### config.mk
export PLATFORM = sky130hd
export DESIGN_NAME = kf_pad_bridge
export DESIGN_NICKNAME = d
export VERILOG_FILES = /design/src/rtl/kf_pad_pkg.sv /design/src/rtl/kf_pad_shreg.sv /design/src/rtl/kf_pad_bridge.sv
export SDC_FILE = /design/constraint.sdc
export NUM_CORES = 1
export LEC_CHECK = 0
export CAP_MARGIN = 10
export CORE_MARGIN = 2
export CORE_UTILIZATION = 45
export DETAILED_ROUTE_END_ITERATION = 16
export PLACE_DENSITY = 0.83
export SLEW_MARGIN = 10
export SYNTH_ARGS = -nofsm -noshare
export SYNTH_HDL_FRONTEND = slang
export SYNTH_SLANG_ARGS = --single-unit
### constraint.sdc
create_clock -name clk -period 2.7 [get_ports clk]
set_clock_uncertainty 0.1 [all_clocks]
set_input_delay 0.54 -clock clk [delete_from_list [all_inputs] [get_ports clk]]
set_output_delay 0.54 -clock clk [all_outputs]
set_load 0.01 [all_outputs]
### src/rtl/kf_pad_pkg.sv
`default_nettype none
// ============================================================================
// Module   : kf_pad_pkg
// Purpose  : Shared types and constants for the Kalman-filter pad bridge.
//            Holds the frame command and FSM state encodings, beat-count
//            helpers and the pad-width divisibility check.
// Revision : 1.0
// ============================================================================
package kf_pad_pkg;

  // Frame command carried on the header beat
  typedef enum logic [1:0] {
    CMD_NOP     = 2'b00,
    CMD_WR_DATA = 2'b01,
    CMD_WR_ROM  = 2'b10,
    CMD_RD_DATA = 2'b11
  } kf_cmd_e;

  // Bridge FSM states
  typedef enum logic [2:0] {
    ST_IDLE    = 3'd0,
    ST_RX_DATA = 3'd1,
    ST_RX_ROM  = 3'd2,
    ST_COMMIT  = 3'd3,
    ST_TX_WAIT = 3'd4,
    ST_TX      = 3'd5
  } kf_state_e;

  // Default geometry of the bridge
  localparam int DEF_PAD_W  = 4;
  localparam int DEF_DATA_W = 24;
  localparam int DEF_ADDR_W = 8;
  localparam int DEF_ROM_W  = 16;

  // Number of pad beats needed to move a payload of the given width
  function automatic int kf_beats(input int payload_w, input int pad_w);
    return payload_w / pad_w;
  endfunction

  function automatic int kf_max(input int a, input int b);
    return (a > b) ? a : b;
  endfunction

  // Pad width must split both the data word and the {addr, data} ROM word
  // into whole beats, otherwise the last beat would carry a partial nibble.
  function automatic bit kf_pad_w_ok(input int pad_w, input int data_w,
                                     input int addr_w, input int rom_w);
    if (pad_w <= 0) return 1'b0;
    return ((data_w % pad_w) == 0) && (((addr_w + rom_w) % pad_w) == 0);
  endfunction

  localparam int DEF_BD = kf_beats(DEF_DATA_W, DEF_PAD_W);
  localparam int DEF_BR = kf_beats(DEF_ADDR_W + DEF_ROM_W, DEF_PAD_W);
  localparam bit DEF_PAD_W_OK = kf_pad_w_ok(DEF_PAD_W, DEF_DATA_W, DEF_ADDR_W, DEF_ROM_W);

endpackage
`default_nettype wire

### src/rtl/kf_pad_shreg.sv
`default_nettype none
// ============================================================================
// Module   : kf_pad_shreg
// Purpose  : Beat shift register shared by the receive and transmit paths.
//            New beats enter at the top, the outgoing beat is the bottom SW
//            bits; a parallel load overrides a shift.
// Revision : 1.0
// ============================================================================
module kf_pad_shreg #(
  parameter int W  = 24,
  parameter int SW = 4
) (
  input  logic          clk,
  input  logic          rst,
  input  logic          load_i,
  input  logic [W-1:0]  load_val_i,
  input  logic          shift_i,
  input  logic [SW-1:0] din_i,
  output logic [W-1:0]  shr_o,
  output logic [SW-1:0] lo_o
);

  logic [W-1:0] sr_q;

  // Value the register takes on a shift; also used to capture the last beat
  generate
    if (W > SW) begin : g_wide
      assign shr_o = {din_i, sr_q[W-1:SW]};
    end else begin : g_narrow
      assign shr_o = din_i;
    end
  endgenerate

  assign lo_o = sr_q[SW-1:0];

  // Load has priority over shift so frame ends and snapshots win
  always_ff @(posedge clk) begin
    if (rst) begin
      sr_q <= '0;
    end else if (load_i) begin
      sr_q <= load_val_i;
    end else if (shift_i) begin
      sr_q <= shr_o;
    end
  end

endmodule
`default_nettype wire

### src/rtl/kf_pad_bridge.sv
`default_nettype none
// ============================================================================
// Module   : kf_pad_bridge
// Purpose  : Framed narrow-bus bridge between the pad ring and the Kalman
//            filter core. Receives write-data and ROM-write frames and
//            serves read-data frames over a PAD_W-bit handshaken bus.
// Revision : 1.0
// ============================================================================
module kf_pad_bridge
  import kf_pad_pkg::*;
#(
  parameter int PAD_W  = DEF_PAD_W,
  parameter int DATA_W = DEF_DATA_W,
  parameter int ADDR_W = DEF_ADDR_W,
  parameter int ROM_W  = DEF_ROM_W
) (
  input  logic              clk,
  input  logic              rst,
  input  logic              ext_valid,
  output logic              ext_ready,
  input  logic [1:0]        ext_cmd,
  input  logic [PAD_W-1:0]  ext_din,
  output logic [PAD_W-1:0]  ext_dout,
  output logic              ext_dout_vld,
  input  logic              ext_abort,
  output logic [DATA_W-1:0] core_data_in,
  output logic              core_data_in_vld,
  input  logic [DATA_W-1:0] core_data_out,
  input  logic              core_ready,
  output logic              rom_we,
  output logic [ADDR_W-1:0] rom_waddr,
  output logic [ROM_W-1:0]  rom_wdata
);

  localparam int RP_W = ADDR_W + ROM_W;
  localparam int BD   = kf_beats(DATA_W, PAD_W);
  localparam int BR   = kf_beats(RP_W, PAD_W);
  localparam int SR_W = kf_max(DATA_W, RP_W);
  localparam int CW   = $clog2(kf_max(BD, BR) + 1);

  generate
    if (!kf_pad_w_ok(PAD_W, DATA_W, ADDR_W, ROM_W)) begin : g_pad_w_check
      $error("kf_pad_bridge: PAD_W must divide DATA_W and ADDR_W+ROM_W");
    end
  endgenerate

  kf_state_e         state_q;
  logic [CW-1:0]     cnt_q;
  logic [DATA_W-1:0] core_data_in_q;
  logic              core_data_in_vld_q;
  logic              rom_we_q;
  logic [ADDR_W-1:0] rom_waddr_q;
  logic [ROM_W-1:0]  rom_wdata_q;
  logic              ext_dout_vld_q;

  logic              w_beat;
  logic              w_rx_last;
  logic              w_tx_last;
  logic              w_snap;
  logic              w_sh_load;
  logic              w_sh_shift;
  logic [SR_W-1:0]   w_sh_load_val;
  logic [SR_W-1:0]   w_sh_shr;
  logic [PAD_W-1:0]  w_sh_din;
  logic [PAD_W-1:0]  w_sh_lo;
  logic [RP_W-1:0]   w_rom_word;

  // Ready is a pure state decode; forced low while reset is held
  assign ext_ready = !rst && ((state_q == ST_IDLE)    || (state_q == ST_RX_DATA) ||
                              (state_q == ST_RX_ROM)  || (state_q == ST_TX));
  assign w_beat    = ext_valid && ext_ready;

  assign w_rx_last = w_beat && (((state_q == ST_RX_DATA) && (cnt_q == CW'(BD - 1))) ||
                                ((state_q == ST_RX_ROM)  && (cnt_q == CW'(BR - 1))));
  assign w_tx_last = w_beat && (state_q == ST_TX) && (cnt_q == CW'(BD - 1));
  assign w_snap    = (state_q == ST_TX_WAIT) && core_ready && !ext_abort;

  // The shift register is kept at zero outside a transmit frame, so its low
  // beat can drive ext_dout directly and still read 0 when nothing is valid.
  // Frame ends and aborts therefore reload it with zero.
  assign w_sh_load     = ext_abort || w_rx_last || w_tx_last || w_snap;
  assign w_sh_load_val = w_snap ? SR_W'(core_data_out) : '0;
  assign w_sh_shift    = w_beat && (state_q != ST_IDLE);
  assign w_sh_din      = (state_q == ST_TX) ? '0 : ext_din;
  assign w_rom_word    = w_sh_shr[SR_W-1 -: RP_W];

  kf_pad_shreg #(
    .W  (SR_W),
    .SW (PAD_W)
  ) u_shreg (
    .clk        (clk),
    .rst        (rst),
    .load_i     (w_sh_load),
    .load_val_i (w_sh_load_val),
    .shift_i    (w_sh_shift),
    .din_i      (w_sh_din),
    .shr_o      (w_sh_shr),
    .lo_o       (w_sh_lo)
  );

  // Frame FSM, beat counter and registered core/ROM outputs
  always_ff @(posedge clk) begin
    if (rst) begin
      state_q            <= ST_IDLE;
      cnt_q              <= '0;
      core_data_in_q     <= '0;
      core_data_in_vld_q <= 1'b0;
      rom_we_q           <= 1'b0;
      rom_waddr_q        <= '0;
      rom_wdata_q        <= '0;
      ext_dout_vld_q     <= 1'b0;
    end else begin
      core_data_in_vld_q <= 1'b0;
      rom_we_q           <= 1'b0;
      if (ext_abort) begin
        // Abort beats any beat acceptance, including the final one
        state_q        <= ST_IDLE;
        cnt_q          <= '0;
        ext_dout_vld_q <= 1'b0;
      end else begin
        unique case (state_q)
          ST_IDLE: begin
            if (w_beat) begin
              cnt_q <= '0;
              unique case (kf_cmd_e'(ext_cmd))
                CMD_WR_DATA: state_q <= ST_RX_DATA;
                CMD_WR_ROM:  state_q <= ST_RX_ROM;
                CMD_RD_DATA: state_q <= ST_TX_WAIT;
                default:     state_q <= ST_IDLE;
              endcase
            end
          end
          ST_RX_DATA: begin
            if (w_rx_last) begin
              core_data_in_q     <= w_sh_shr[SR_W-1 -: DATA_W];
              core_data_in_vld_q <= 1'b1;
              cnt_q              <= '0;
              state_q            <= ST_COMMIT;
            end else if (w_beat) begin
              cnt_q <= cnt_q + CW'(1);
            end
          end
          ST_RX_ROM: begin
            if (w_rx_last) begin
              rom_waddr_q <= w_rom_word[RP_W-1 -: ADDR_W];
              rom_wdata_q <= w_rom_word[ROM_W-1:0];
              rom_we_q    <= 1'b1;
              cnt_q       <= '0;
              state_q     <= ST_COMMIT;
            end else if (w_beat) begin
              cnt_q <= cnt_q + CW'(1);
            end
          end
          ST_COMMIT: begin
            state_q <= ST_IDLE;
          end
          ST_TX_WAIT: begin
            if (core_ready) begin
              ext_dout_vld_q <= 1'b1;
              cnt_q          <= '0;
              state_q        <= ST_TX;
            end
          end
          ST_TX: begin
            if (w_tx_last) begin
              ext_dout_vld_q <= 1'b0;
              cnt_q          <= '0;
              state_q        <= ST_IDLE;
            end else if (w_beat) begin
              cnt_q <= cnt_q + CW'(1);
            end
          end
          default: begin
            state_q <= ST_IDLE;
            cnt_q   <= '0;
          end
        endcase
      end
    end
  end

  assign ext_dout         = w_sh_lo;
  assign ext_dout_vld     = ext_dout_vld_q;
  assign core_data_in     = core_data_in_q;
  assign core_data_in_vld = core_data_in_vld_q;
  assign rom_we           = rom_we_q;
  assign rom_waddr        = rom_waddr_q;
  assign rom_wdata        = rom_wdata_q;

endmodule
`default_nettype wire

==> results by group, run 1 <==
Die
  – Chip Width: roughly 90 µm
  – # rows: 32
  – Die height: slightly above 90 µm
  – # IOs: 91
  – Core Box Area: 7650 µm²
  – Die area: ~8500 µm²
  – Initial Util: about 46%

Clocking
  – CTS Buf Count: 9
  – Root buffer cell: clkbuf_8
  – Post-CTS setup buffers: 0
  – Clock latency on the worst-skew pair: approximately 350 ps
  – Gates resized, CTS repair: 0
  – Reg clk slew, reported paths: about 80 ps
  – Htree depth: 3
  – Sink Count: a little over 80
  – Hold-fix buffers, CTS: 0
  – CTS tree: built
  – Max Root-Sink Buffers: 2

Timing
  – Fin crit period: 2510 ps
  – Maximum clock frequency: 399 MHz
  – Final Hold Fails: 0
  – Rel. slew slack: roughly two fifths
  – RSZ-0062 raised after global routing: false
  – Least-Margin Pin Slew: ~870 ps
  – Endpoints failing setup: 0
  – Slack of the critical path: 191 ps
  – Final period utilization: between 90% and 100%
  – Slew Limit Fails: 0
  – Setup TNS Final: 0 ps

Logic synthesis
  – Adder-cell share of the synthesized area: 0.711%
  – Async SR Flop Fraction: 0%
  – Largest family of logic cells by synthesized area: compound AO/OA/AOI/OAI gates
  – Post-synthesis cell area: ~3500 µm²
  – Synth cell types: 45
  – Syn_nets: around 450
  – Top_reg_cell synth: dfxtp_1
  – Register area share after synthesis: a little under half
  – Synth Area in XOR/XNOR: less than 1%
  – Synth Area per Inst: approximately 8.4 µm²
  – FF+latch count, synth: 81
  – YS warnings: 0
  – Synth Area in Compound Gates: between 20% and 30%
  – Post-synth EDFFs: 0
  – Multiplexer share of the synthesized area: 0.284%
  – Synth Area in Simple Gates: about a fifth
  – Syn Inst Count: about 420

Global routing
  – Vias in the first global route: about 3,200
  – Antenna violations before repair: 0
  – Pin count of the biggest net entering global routing: 75
  – GRT Util Overall: between 20% and 30%
  – Congestion Overflow GR: 0
  – First-pass GRT wire length: roughly 15,000 µm

Finish
  – Synth-to-layout area growth: 33.7%
  – ANT cells: 0
  – Share of layout cells above drive strength 1: a little over an eighth
  – Final non-filler cell total: between 600 and 700
  – Nets: around 540

Worst setup path
  – Worst Path Max Fanout: 5
  – Setup crit start kind: register
  – CP required: 2060 ps
  – Crit path from: state_q[0]$_SDFFE_PP0P_
  – WP data arrival: 1870 ps
  – CP Capture Type: primary output
  – FF-to-FF Start: cnt_q[0]$_SDFFE_PP0P_
  – Crit Path Category: register to primary output

Place
  – Place WS: between 100 and 150 ps
  – Placed cell count: 591
  – Placer Congestion: slightly below 0.9
  – Dpl hpwl: between 6000 and 7000 µm
  – IO Port Bufs: 90

Drt
  – Residual DRC: 0
  – Drt wl/cell: ~15 µm
  – DRT iter0 DRCs: ~200
  – Avg Vias per Cell: roughly 5.5
  – Routed wire length: between 9000 and 10,000 µm
  – Antenna viol nets, final: 0
  – Vias: about 3,300
  – DRT Pass-1 Iters: 5

Worst hold path
  – Worst min-delay path startpoint: rom_wdata[14]$_SDFFE_PP0P_
  – Worst Hold Class: register to register

Pwr
  – Static Leak: 1.59 nW
  – Cell Pwr Density: approximately 500 nW/µm²
  – Peak VDD IR: between 300 and 400 µV

Run status
  – Status: complete, no violations

Job
  – Maxcap violations: 0
cell type report:
type	instances	area (µm²)
sequential	81	1620
tap	102	128
timing repair buffer	106	1030
clock inverter	3	42.5
fill	652	2940
multi-input combinational	274	1630
clock buffer	11	141
inverter	28	110
report_power, final:
group	total [W]	leakage (nW)	internal [W]	switching, W
clock	0.000856	0.0913	0.000441	0.000414
sequential	0.00124	0.657	0.00122	0.0000255
combinational	0.000192	0.843	0.0000980	0.0000942
worst paths after layout:
check                                       end  slack (ps)  depth (start not counted)
hold reg to reg      rom_wdata[14]$_SDFFE_PP0P_         350                          2
setup reg to reg  core_data_in[23]$_SDFFE_PP0P_         640                          6
hold / removal       rom_wdata[14]$_SDFFE_PP0P_         350                          2
setup / recovery                      ext_ready         190                          3
metrics by stage:
step           power [W]  util [%]  area (µm²)  hold slack, ps
2_1_floorplan    0.00136         -        3520             358
3_3_place_gp     0.00145      59.1        4520             343
3_5_place_dp     0.00146      59.1        4520             346
4_1_cts          0.00230      61.5        4710             356
5_1_grt          0.00236      61.5        4710             379
6_report         0.00229      61.5        4710             354
worst max-delay path, cell delays in order, from the launching register on:
cell	delay, ps
dfxtp_1	350
mux2i_1	440
nor2b_1	190
clkdlybuf4s50_1	540
cells in the final DEF, fill, tap and decap left out, types with 2 or more instances in the layout:
cell type	synthesis	layout
a211oi_1	2	2
a21o_1	2	2
a21oi_1	40	40
a21oi_2	10	10
a221oi_1	14	14
a221oi_2	10	10
a22oi_1	4	4
a31oi_1	2	2
and2b_1	2	2
buf_4	1	15
clkbuf_8	0	10
clkdlybuf4s50_1	0	89
dfxtp_1	81	81
ha_1	2	2
inv_1	27	27
nand2_1	108	108
nand2_2	10	10
nand2b_1	3	3
nand3_1	9	9
nor2_1	6	6
o211ai_1	20	20
o21ai_0	7	6
or4_1	2	2
xor2_1	2	2
registers in the layout, summed over array words and instances (netlist names):
name and cells:
rom_waddr 8, rom_we 1, ext_dout_vld 1, core_data_in_vld 1
rom_wdata 16, core_data_in 24, cnt_q 3, state_q 3
u_shreg.sr_q 24
Yosys cell counts (2+ instances only):
master	n	area share, %
a21o_1	2	0.43
nand2_2	10	1.8
or4_1	2	0.43
a211oi_1	2	0.43
a21oi_1	40	5.7
buf_2	13	1.8
nand2_1	108	12
a221oi_1	14	3.5
o211ai_1	20	4.3
ha_1	2	0.71
inv_1	27	2.9
nor2b_1	2	0.36
nor2_1	6	0.64
and2b_1	2	0.43
dfxtp_1	81	46
clkbuf_1	18	1.9
nand3_1	9	1.3
o21ai_0	7	0.99
a22oi_1	4	0.85
a221oi_2	10	4.3
a21oi_2	10	2.5
nand2b_1	3	0.53
a31oi_1	2	0.36
xor2_1	2	0.50
metal layers:
| layer | track usage [%] | up-vias | wire [µm] |
|---|---|---|---|
| met4 | 8.71 | 0 | 145 |
| met1 | 27.7 | 1585 | 4010 |
| li1 | - | 1603 | - |
| met5 | 0 | - | 0 |
| met3 | 4.07 | 14 | 527 |
| met2 | 36.6 | 107 | 4540 |
cell families after synthesis:
logic type / Yosys count
AO/OA/AOI/OAI: 117
flip-flops: 81
XOR/XNOR: 2
adder cells (fa/ha/maj): 2
AND/OR/NAND/NOR: 152
multiplexers: 1
buffers and inverters: 62
Note: power is estimated with default switching activity, not from simulation.
==> inputs of run 2 (changes only) <==
--- a/config.mk
+++ b/config.mk
@@ -6,7 +6,7 @@
 export NUM_CORES = 1
 export LEC_CHECK = 0
 export CAP_MARGIN = 10
-export CORE_MARGIN = 2
+export CORE_MARGIN = 1.5
 export CORE_UTILIZATION = 45
 export DETAILED_ROUTE_END_ITERATION = 16
 export PLACE_DENSITY = 0.83
==> results by group, run 2 (synthesized netlist as in run 1, its figures left out) <==
Pwr
  – Sequential share of power: 51.1% (-3.1 points)
  – Int Pwr: 0.00184 W (+4.9%)
  – Sw Pwr: 0.000588 W (+10%)
  – Combinational power share: 8.0% (-0.4 points)
  – Peak VDD IR: 278 µV (-9.8%)
  – Cell Pwr Density: 513 nW/µm² (+5.3%)
  – Sw Share: 24.2% (+0.88 points)
  – Static Leak: 1.60 nW (+0.36%)
  – Total Power: 0.00243 W (+6.1%)
  – Clk pwr share: 40.9% (+3.5 points)

Clocking
  – Clock latency on the worst-skew pair: 350 ps (about the same)
  – Hold-fix buffers, CTS: 0 (unchanged)
  – Sink Count: 81 (unchanged)
  – Root buffer cell: clkbuf_8
  – CTS Buf Count: 9 (unchanged)
  – Htree depth: 3 (unchanged)
  – Reg clk slew, reported paths: 80 ps (about the same)
  – Gates resized, CTS repair: 0 (unchanged)
  – Max Root-Sink Buffers: 2 (unchanged)
  – Post-CTS setup buffers: 0 (unchanged)
  – CTS tree: built

Timing
  – Rel. slew slack: 42.9% (+1.0 points)
  – Setup TNS Final: 0 ps (unchanged)
  – Slack of the critical path: 149 ps (-41.8 ps)
  – RSZ-0062 raised after global routing: false
  – Maximum clock frequency: 392 MHz (-1.6%)
  – Final period utilization: 94.5% (+1.5 points)
  – Endpoints failing setup: 0 (unchanged)
  – Final Hold Fails: 0 (unchanged)
  – Least-Margin Pin Slew: 856 ps (-15.2 ps)
  – Fin crit period: 2550 ps (+41.8 ps)
  – Slew Limit Fails: 0 (unchanged)

Global routing
  – Pin count of the biggest net entering global routing: 75 (unchanged)
  – GRT Util Overall: 22.6% (+0.73 points)
  – Congestion Overflow GR: 0 (unchanged)
  – First-pass GRT wire length: 15,000 µm (+1.0%)
  – Met2 usage: 38.7% (+2.1 points)
  – Vias in the first global route: 3,175 (-0.031%)
  – Antenna violations before repair: 0 (unchanged)
  – Met1 Use GR: 28.0% (+0.30 points)
  – Busiest grt layer: met2
  – M3 GR Usage: 3.77% (-0.30 points)

Drt
  – Antenna viol nets, final: 0 (unchanged)
  – Vias: 3,314 (+0.15%)
  – Residual DRC: 0 (unchanged)
  – Avg Vias per Cell: 5.47 (about the same)
  – Routed wire length: 9380 µm (+1.7%)
  – DRT Pass-1 Iters: 5 (unchanged)
  – Drt wl/cell: 15.5 µm (+1.5%)
  – DRT iter0 DRCs: 227 (+12%)

Worst hold path
  – Worst Hold Class: register to register
  – Worst min-delay path startpoint: rom_waddr[7]$_SDFFE_PP0P_
  – Hold path depth: 2 (unchanged)
  – Worst Hold End: rom_waddr[7]$_SDFFE_PP0P_

Finish
  – Most frequent cells in the layout: nand2_1 (108), clkdlybuf4s50_1 (89), dfxtp_1 (81), a21oi_1 (40), inv_1 (27)
  – Commonest non-fill, non-tap cell in the layout: nand2_1
  – Nets: 536 (-0.19%)
  – Post-Layout Inst Area: 4740 µm² (+0.69%)
  – ANT cells: 0 (unchanged)
  – Synth-to-layout area growth: 34.6%
  – Share of layout cells above drive strength 1: 13.7% (+0.37 points)

Die
  – Initial Util: 46.0% (unchanged)
  – Die area: 8360 µm² (-2.2%)
  – # rows: 32 (unchanged)
  – Core Box Area: 7650 µm² (unchanged)
  – Chip Width: 91.5 µm (-1.1%)
  – Die height: 91.5 µm (-1.1%)
  – # IOs: 91 (unchanged)

Worst setup path
  – Worst path bufs/invs: 1 (unchanged)
  – R2r setup slk: 640 ps (about the same)
  – Setup crit start kind: register
  – Crit path largest cell delay: 540 ps (about the same)
  – CP Capture Type: primary output
  – RR Endpoint: core_data_in[21]$_SDFFE_PP0P_
  – Crit path max-delay cell type: clkdlybuf4s50_1
  – Crit-path cells: mux2i_1, nor2b_1, clkdlybuf4s50_1
  – Crit-path leading delay family: buffers and inverters
  – Worst Path Max Fanout: 5 (unchanged)
  – FF-to-FF Start: cnt_q[0]$_SDFFE_PP0P_
  – Worst Reg-to-Reg Cells: 6 (unchanged)
  – CP required: 2060 ps (about the same)
  – Crit Path Category: register to primary output
  – WP data arrival: 1910 ps (+40 ps)

Place
  – Dpl hpwl: 6450 µm (+0.59%)
  – Place WS: 146 ps (+12.7 ps)
  – Post-place instance area: 4510 µm² (-0.17%)
  – Placer Congestion: 0.882 (-0.31%)
  – IO Port Bufs: 90 (unchanged)

Run status
  – Status: complete, no violations

Job
  – Maxcap violations: 0 (unchanged)
-- run 2: worst reg2reg max path: cells and delay by family (launching register included) --
kind            cells  cell delay, ps
flops               1             390
buf+inv             1             260
compound gates      1              70
fa+ha+maj           1             240
simple gates        3             860
-- run 2: cell type report --
type | instances | area, µm²
Clock inverter | 7 | 100
Multi-Input combinational cell | 274 | 1630
Fill cell | 653 | 2910
Timing Repair Buffer | 105 | 1020
Sequential cell | 81 | 1620
Inverter | 28 | 110
Tap cell | 102 | 128
Clock buffer | 9 | 124
-- run 2: worst max path at each step --
stage | startpoint | end | slack (ps) | cells after the start
after global placement | ext_valid | core_data_in[14]$_SDFFE_PP0P_ | 190 | 6
after detailed placement | ext_valid | core_data_in[21]$_SDFFE_PP0P_ | 150 | 6
after global routing | state_q[0]$_SDFFE_PP0P_ | ext_ready | 50 | 3
final | state_q[0]$_SDFFE_PP0P_ | ext_ready | 150 | 3
after floorplan | rst | rom_waddr[0]$_SDFFE_PP0P_ | 800 | 6
after CTS | state_q[0]$_SDFFE_PP0P_ | ext_ready | 130 | 3
-- run 2: stage by stage --
step	std cells	utilization (%)	hold WS [ps]
floorplan	417	-	358
global placement	590	59.0	343
detailed placement	590	59.0	350
CTS	606	62.0	365
global route	606	62.0	372
finish	606	62.0	359
-- run 2: power groups by stage --
| stage | logic [W] | registers (W) | clock network (W) |
|---|---|---|---|
| global placement | 0.000187 | 0.00127 | 0 |
| detailed placement | 0.000191 | 0.00127 | 0 |
| floorplan | 0.000100 | 0.00126 | 0 |
| finish | 0.000193 | 0.00124 | 0.000994 |
| CTS | 0.000193 | 0.00124 | 0.00100 |
| global route | 0.000209 | 0.00124 | 0.00105 |
-- run 2: metal layers --
metal	wire length (µm)	share of wire [%]
met1	4040	43
met2	4690	50
met3	507	5.4
met4	142	1.5
met5	0	0
